--- config.mk ---
export PLATFORM = sky130hd
export DESIGN_NAME = lot_gate_controller
export DESIGN_NICKNAME = d
export VERILOG_FILES = /design/src/rtl/lot_gate_controller.sv
export SDC_FILE = /design/constraint.sdc
export NUM_CORES = 1
export LEC_CHECK = 0
export CORE_MARGIN = 5
export CORE_UTILIZATION = 35
export CTS_BUF_LIST = sky130_fd_sc_hd__clkbuf_8
export DETAILED_ROUTE_END_ITERATION = 10
export GPL_TIMING_DRIVEN = 1
export SETUP_SLACK_MARGIN = 0.02
export SLEW_MARGIN = 20
export SYNTH_ARGS = -nofsm -noshare
export SYNTH_HDL_FRONTEND = slang
export SYNTH_SLANG_ARGS = --single-unit
--- constraint.sdc ---
create_clock -name clk -period 3.97 [get_ports clk]
set_input_delay 0.794 -clock clk [delete_from_list [all_inputs] [get_ports clk]]
set_output_delay 0.794 -clock clk [all_outputs]
set_load 0.01 [all_outputs]
--- src/rtl/lot_gate_controller.sv ---
// Parking-lot gate sequencer: decodes entry/exit sensor passages, drives the lane gates
// and issues single inc/dec pulses to the occupancy counter. Optional stats: LOT_STATS_EN.
module lot_gate_controller #(
    parameter int CAPACITY  = 25,
    parameter int CW        = 5,
    parameter int GATE_HOLD = 4
) (
    input  logic          clk,
    input  logic          reset,
    input  logic          ent_a,
    input  logic          ent_b,
    input  logic          ext_a,
    input  logic          ext_b,
    input  logic [CW-1:0] occupancy,
    output logic          inc,
    output logic          dec,
    output logic          ent_gate,
    output logic          ext_gate,
    output logic          full,
    output logic          empty,
    output logic          underflow_err,
`ifdef LOT_STATS_EN
    output logic [15:0]   total_entries,
    output logic [7:0]    denied_count,
`endif
    output logic [2:0]    ent_state_dbg_o,
    output logic [2:0]    ext_state_dbg_o
);

    typedef enum logic [2:0] {
        S_IDLE    = 3'd0,
        S_A       = 3'd1,
        S_AB      = 3'd2,
        S_B       = 3'd3,
        S_BLOCKED = 3'd4
    } lane_state_e;

    localparam int EW = CW + 2;

    lane_state_e ent_state_q, ent_state_d, ext_state_q, ext_state_d;
    logic        ent_pend_q, ent_pend_d, ext_pend_q, ext_pend_d;
    logic        inc_q, inc_d, dec_q, dec_d, rr_q, rr_d;
    logic        ent_gate_q, ent_gate_d, ext_gate_q, ext_gate_d;
    logic [3:0]  ent_hold_q, ent_hold_d, ext_hold_q, ext_hold_d;
    logic        full_q, full_d, empty_q, empty_d, uf_q, uf_d;
    logic        ent_done, ext_done, ent_arrive, ext_arrive, ent_to_idle, ext_to_idle;
    logic        serve_ent, serve_ext, eff_zero;
    logic [EW-1:0] eff;

    always_ff @(posedge clk) begin
        if (reset) begin
            ent_state_q <= S_IDLE;
            ext_state_q <= S_IDLE;
            ent_pend_q  <= 1'b0;
            ext_pend_q  <= 1'b0;
            inc_q       <= 1'b0;
            dec_q       <= 1'b0;
            rr_q        <= 1'b0;
            ent_gate_q  <= 1'b0;
            ext_gate_q  <= 1'b0;
            ent_hold_q  <= 4'd0;
            ext_hold_q  <= 4'd0;
            full_q      <= 1'b0;
            empty_q     <= 1'b1;
            uf_q        <= 1'b0;
        end else begin
            ent_state_q <= ent_state_d;
            ext_state_q <= ext_state_d;
            ent_pend_q  <= ent_pend_d;
            ext_pend_q  <= ext_pend_d;
            inc_q       <= inc_d;
            dec_q       <= dec_d;
            rr_q        <= rr_d;
            ent_gate_q  <= ent_gate_d;
            ext_gate_q  <= ext_gate_d;
            ent_hold_q  <= ent_hold_d;
            ext_hold_q  <= ext_hold_d;
            full_q      <= full_d;
            empty_q     <= empty_d;
            uf_q        <= uf_d;
        end
    end

    // Entry lane: an arrival while full parks the lane in BLOCKED until the sensors clear.
    always_comb begin
        ent_state_d = ent_state_q;
        ent_done    = 1'b0;
        ent_arrive  = 1'b0;
        ent_to_idle = 1'b0;
        case (ent_state_q)
            S_IDLE: begin
                if (ent_a && !ent_b) begin
                    if (full_q) begin
                        ent_state_d = S_BLOCKED;
                    end else begin
                        ent_state_d = S_A;
                        ent_arrive  = 1'b1;
                    end
                end
            end
            S_A: begin
                if (ent_a && ent_b) begin
                    ent_state_d = S_AB;
                end else if (!ent_a && !ent_b) begin
                    ent_state_d = S_IDLE;
                    ent_to_idle = 1'b1;
                end
            end
            S_AB: begin
                if (!ent_a && ent_b)      ent_state_d = S_B;
                else if (ent_a && !ent_b) ent_state_d = S_A;
            end
            S_B: begin
                if (!ent_a && !ent_b) begin
                    ent_state_d = S_IDLE;
                    ent_done    = 1'b1;
                    ent_to_idle = 1'b1;
                end else if (ent_a && ent_b) begin
                    ent_state_d = S_AB;
                end
            end
            S_BLOCKED: begin
                if (!ent_a && !ent_b) ent_state_d = S_IDLE;
            end
            default: ent_state_d = S_IDLE;
        endcase
    end

    always_comb begin
        ext_state_d = ext_state_q;
        ext_done    = 1'b0;
        ext_arrive  = 1'b0;
        ext_to_idle = 1'b0;
        case (ext_state_q)
            S_IDLE: begin
                if (ext_a && !ext_b) begin
                    ext_state_d = S_A;
                    ext_arrive  = 1'b1;
                end
            end
            S_A: begin
                if (ext_a && ext_b) begin
                    ext_state_d = S_AB;
                end else if (!ext_a && !ext_b) begin
                    ext_state_d = S_IDLE;
                    ext_to_idle = 1'b1;
                end
            end
            S_AB: begin
                if (!ext_a && ext_b)      ext_state_d = S_B;
                else if (ext_a && !ext_b) ext_state_d = S_A;
            end
            S_B: begin
                if (!ext_a && !ext_b) begin
                    ext_state_d = S_IDLE;
                    ext_done    = 1'b1;
                    ext_to_idle = 1'b1;
                end else if (ext_a && ext_b) begin
                    ext_state_d = S_AB;
                end
            end
            default: ext_state_d = S_IDLE;
        endcase
    end

    // Effective count includes passages already decoded but not yet seen by the counter.
    always_comb begin
        eff      = EW'(occupancy) + EW'(ent_pend_q | inc_q) - EW'(ext_pend_q | dec_q);
        eff_zero = (eff == '0);
        full_d   = !eff[EW-1] && (eff >= EW'(CAPACITY));
        empty_d  = eff_zero;
    end

    always_comb begin
        serve_ent  = ent_pend_q && (!ext_pend_q || !rr_q);
        serve_ext  = ext_pend_q && (!ent_pend_q || rr_q);
        rr_d       = (ent_pend_q && ext_pend_q) ? !rr_q : rr_q;
        inc_d      = serve_ent;
        dec_d      = serve_ext;
        ent_pend_d = (ent_pend_q && !serve_ent) || ent_done;
        ext_pend_d = (ext_pend_q && !serve_ext) || (ext_done && !eff_zero);
        uf_d       = uf_q || (ext_done && eff_zero);
    end

    // Gate hold: loaded on return to IDLE, gate drops on the edge the count runs out.
    always_comb begin
        ent_gate_d = ent_gate_q;
        ent_hold_d = ent_hold_q;
        ext_gate_d = ext_gate_q;
        ext_hold_d = ext_hold_q;
        if (ent_arrive) begin
            ent_gate_d = 1'b1;
            ent_hold_d = 4'd0;
        end else if (ent_to_idle) begin
            ent_hold_d = 4'(GATE_HOLD);
        end else if (ent_hold_q != 4'd0) begin
            ent_hold_d = ent_hold_q - 4'd1;
            if (ent_hold_q == 4'd1) ent_gate_d = 1'b0;
        end
        if (ext_arrive) begin
            ext_gate_d = 1'b1;
            ext_hold_d = 4'd0;
        end else if (ext_to_idle) begin
            ext_hold_d = 4'(GATE_HOLD);
        end else if (ext_hold_q != 4'd0) begin
            ext_hold_d = ext_hold_q - 4'd1;
            if (ext_hold_q == 4'd1) ext_gate_d = 1'b0;
        end
    end

`ifdef LOT_STATS_EN
    logic [15:0] total_q;
    logic [7:0]  denied_q;
    logic        ent_deny;

    assign ent_deny = (ent_state_q == S_IDLE) && (ent_state_d == S_BLOCKED);

    always_ff @(posedge clk) begin
        if (reset) begin
            total_q  <= 16'd0;
            denied_q <= 8'd0;
        end else begin
            if (inc_q && (total_q != 16'hFFFF)) total_q <= total_q + 16'd1;
            if (ent_deny && (denied_q != 8'hFF)) denied_q <= denied_q + 8'd1;
        end
    end

    assign total_entries = total_q;
    assign denied_count  = denied_q;
`endif

    assign inc             = inc_q;
    assign dec             = dec_q;
    assign ent_gate        = ent_gate_q;
    assign ext_gate        = ext_gate_q;
    assign full            = full_q;
    assign empty           = empty_q;
    assign underflow_err   = uf_q;
    assign ent_state_dbg_o = ent_state_q;
    assign ext_state_dbg_o = ext_state_q;

endmodule

==> impl_metrics.ini <==
[outcome]
outcome = finished, final reports clean

[sta]
totalNegativeSetupSlack_ns = 0
fin_skew_ns = 0.00145
setup-violations-final = 0
min_period_ns = 2.71
hold_violations = 0
slew_violations = 0
tightestPinTransition_ns = 0.607
max_freq_mhz = 369
rsz0062_at_grt = no
slew_headroom_pct = 59.4
min_period_over_period_pct = 68.3
whs_ns = 0.493

[setup_path]
cp_max_fo = 3
cp.required_ns = 4.10
r2r_setup_slack_ns = 1.27
cp-end-kind = flip-flop
r2r-start = ext_pend_q
critPathTopFamily = adder cells
critPathBufInv = 1
cp_slowest_stage_delay_ns = 0.40
crit_arrival_ns = 2.84
ff2ff_path_depth = 10
critPathKind = in2reg
path_cells = clkdlybuf4s50_1 > ha_1 > fa_1 > a21o_1 > a21oi_2 > mux2i_1 > nor4_2 > o32ai_1
slowest_stage = clkdlybuf4s50_1
crit_path_start_kind = input pin
reg2reg_to = ext_pend_q

[clocking]
clockBufferDepth = 2
cts_setup_buffers = 0
cts_buffers = 3
cts.repair.resized = 0
clkSinkCount = 24
cts_root_buf = clkbuf_8
clock_latency_ns = 0.26
clkTransAtPathRegs_ns = 0.08
holdBufCountCts = 0
cts_tree = built
cts_max_level = 1

[synth]
synth_cell_types = 47
synth-seq-cells = 24
synth_edf_count = 0
syn_avg_cell_area_um2 = 8.66
async_flop_share_pct = 0
yosysSeqAreaShare_pct = 30.0
syn_nets = 221
mappedNetlistArea_mm2 = 0.00160
netlist_instances = 185
synth_warnings = 0
synth-main-ff-cell = dfxtp_1

[global_routing]
grt_pass1_wl_um = 5310
grt_max_degree = 18
grt_pass1_vias = 1227
antenna_found_initial = 0
grt.overflow.total = 0
grt.total_usage_pct = 10.3

[drt]
antenna_left = 0
routed_wl_um = 2890
vias = 1300
vias_per_cell = 5.00
initialDrtViolationCount = 56
drc = 0
wl_per_cell_um = 11.1
dr.pass1.iters = 4

[floorplan]
row_count = 24
fp.dieW_um = 77.7
die_area_mm2 = 0.00603
coreArea_mm2 = 0.00438
start_util_pct = 36.6
fp.dieH_um = 77.7
ios = 24

[finish]
layout.cells.non_filler = 260
multi_input_area_mm2 = 0.00103
final-seq-area_um2 = 480
drive_above_1_share_pct = 6.73
syn2layout_area_growth_pct = 20.8
final_core_util_pct = 44.1
fin_area_mm2 = 0.00194
antenna_cells = 0
final.fill_count = 450
final_cell_mix = nor2_1 (24), ha_1 (24), dfxtp_1 (24)
layout.nets = 245

[place]
hpwl_um = 2320
routabilityCongestion = 0.772
port_buffers = 23
dp.cells = 256
post_dp_cell_area_mm2 = 0.00188

[hold_path]
min-delay-start = ent_gate
hold_class = reg2reg
holdPathStages = 2
min_to = ent_gate

[power_and_ir_drop]
vdd_ir_drop_max_mv = 0.148
powerDensity_mw_per_mm2 = 406
p_leak_nw = 0.824

[run]
cap_violations = 0
==> worst max path at each step <==
stage | startpoint | end | depth (start not counted)
floorplan | dec | ext_pend_q | 10
global placement | occupancy[0] | ext_pend_q | 8
detailed placement | occupancy[0] | ext_pend_q | 8
CTS | ext_pend_q | ext_pend_q | 10
global route | ext_pend_q | ext_pend_q | 10
finish | occupancy[0] | ext_pend_q | 8
==> flip-flops by register name, indices dropped and copies added, names as in the netlist <==
name             count
ext_gate             1
ent_pend_q           1
ext_hold_q           4
empty                1
rr_q                 1
ext_state_dbg_o      3
inc                  1
ent_hold_q           4
full                 1
ent_state_dbg_o      3
ent_gate             1
underflow_err        1
ext_pend_q           1
dec                  1
==> final cells by class <==
class | count | area share (%)
Clock buffer | 4 | 2.84
Inverter | 19 | 3.68
Multi-Input combinational cell | 138 | 53.4
Sequential cell | 24 | 24.8
Tap cell | 52 | 3.36
Timing Repair Buffer | 23 | 11.9
==> through the flow <==
| step | total power [mW] | worst slack, ns |
|---|---|---|
| after floorplan | 0.562 | 1.42 |
| after global placement | 0.629 | 1.02 |
| after detailed placement | 0.631 | 0.951 |
| after CTS | 0.798 | 1.23 |
| after global routing | 0.863 | 1.06 |
| final | 0.786 | 1.26 |
==> worst reg2reg max path: stages, from the launching register on <==
cell and delay, ns:
dfxtp_1 0.35, or2_2 0.28, ha_1 0.27, inv_1 0.04, ha_1 0.20, fa_1 0.40
a21o_1 0.20, a21oi_2 0.20, mux2i_1 0.12, nor4_2 0.34, o32ai_1 0.15
==> Yosys cell counts, types with 2 or more instances <==
cell type	n	area share, %
nor3b_1	3	1.4
xor2_1	3	1.6
nand3b_1	2	0.94
a21oi_1	8	2.5
nand2b_1	3	1.2
o21ai_1	3	0.94
buf_2	2	0.62
xnor2_1	3	1.6
mux2_2	4	2.8
a31oi_1	4	1.6
a211oi_1	3	1.4
a2111oi_0	2	1.1
dfxtp_1	24	30
o21a_1	3	1.4
nand2_1	10	2.3
nor4_1	2	0.78
clkbuf_1	2	0.47
or3_1	2	0.78
nor2_1	24	5.6
inv_1	19	4.4
nand3_1	3	0.94
mux2i_1	4	2.5
nor3_1	5	1.6
ha_1	24	19
==> kinds of logic after synthesis <==
family	share of synthesized area [%]
compound gates	16.3
xor+xnor	3.28
fa+ha+maj	20.0
buf+inv	5.54
flops	30.0
mux	5.31
other cells	0.234
simple gates	19.4
==> metal layers <==
metal | track usage (%) | routed length [um]
met5 | 0 | 0
met4 | 2.58 | 21
met3 | 2.55 | 127
met2 | 17.4 | 1320
met1 | 13.2 | 1420
==> where the power goes <==
group / switching (mW) / total (mW) / internal, mW / leakage [nW]
clock: 0.0746 / 0.163 / 0.0884 / 0.0288
sequential: 0.0389 / 0.321 / 0.282 / 0.197
combinational: 0.155 / 0.302 / 0.148 / 0.599
total: 0.268 / 0.786 / 0.518 / 0.824
(Power assumes the default switching activity.)
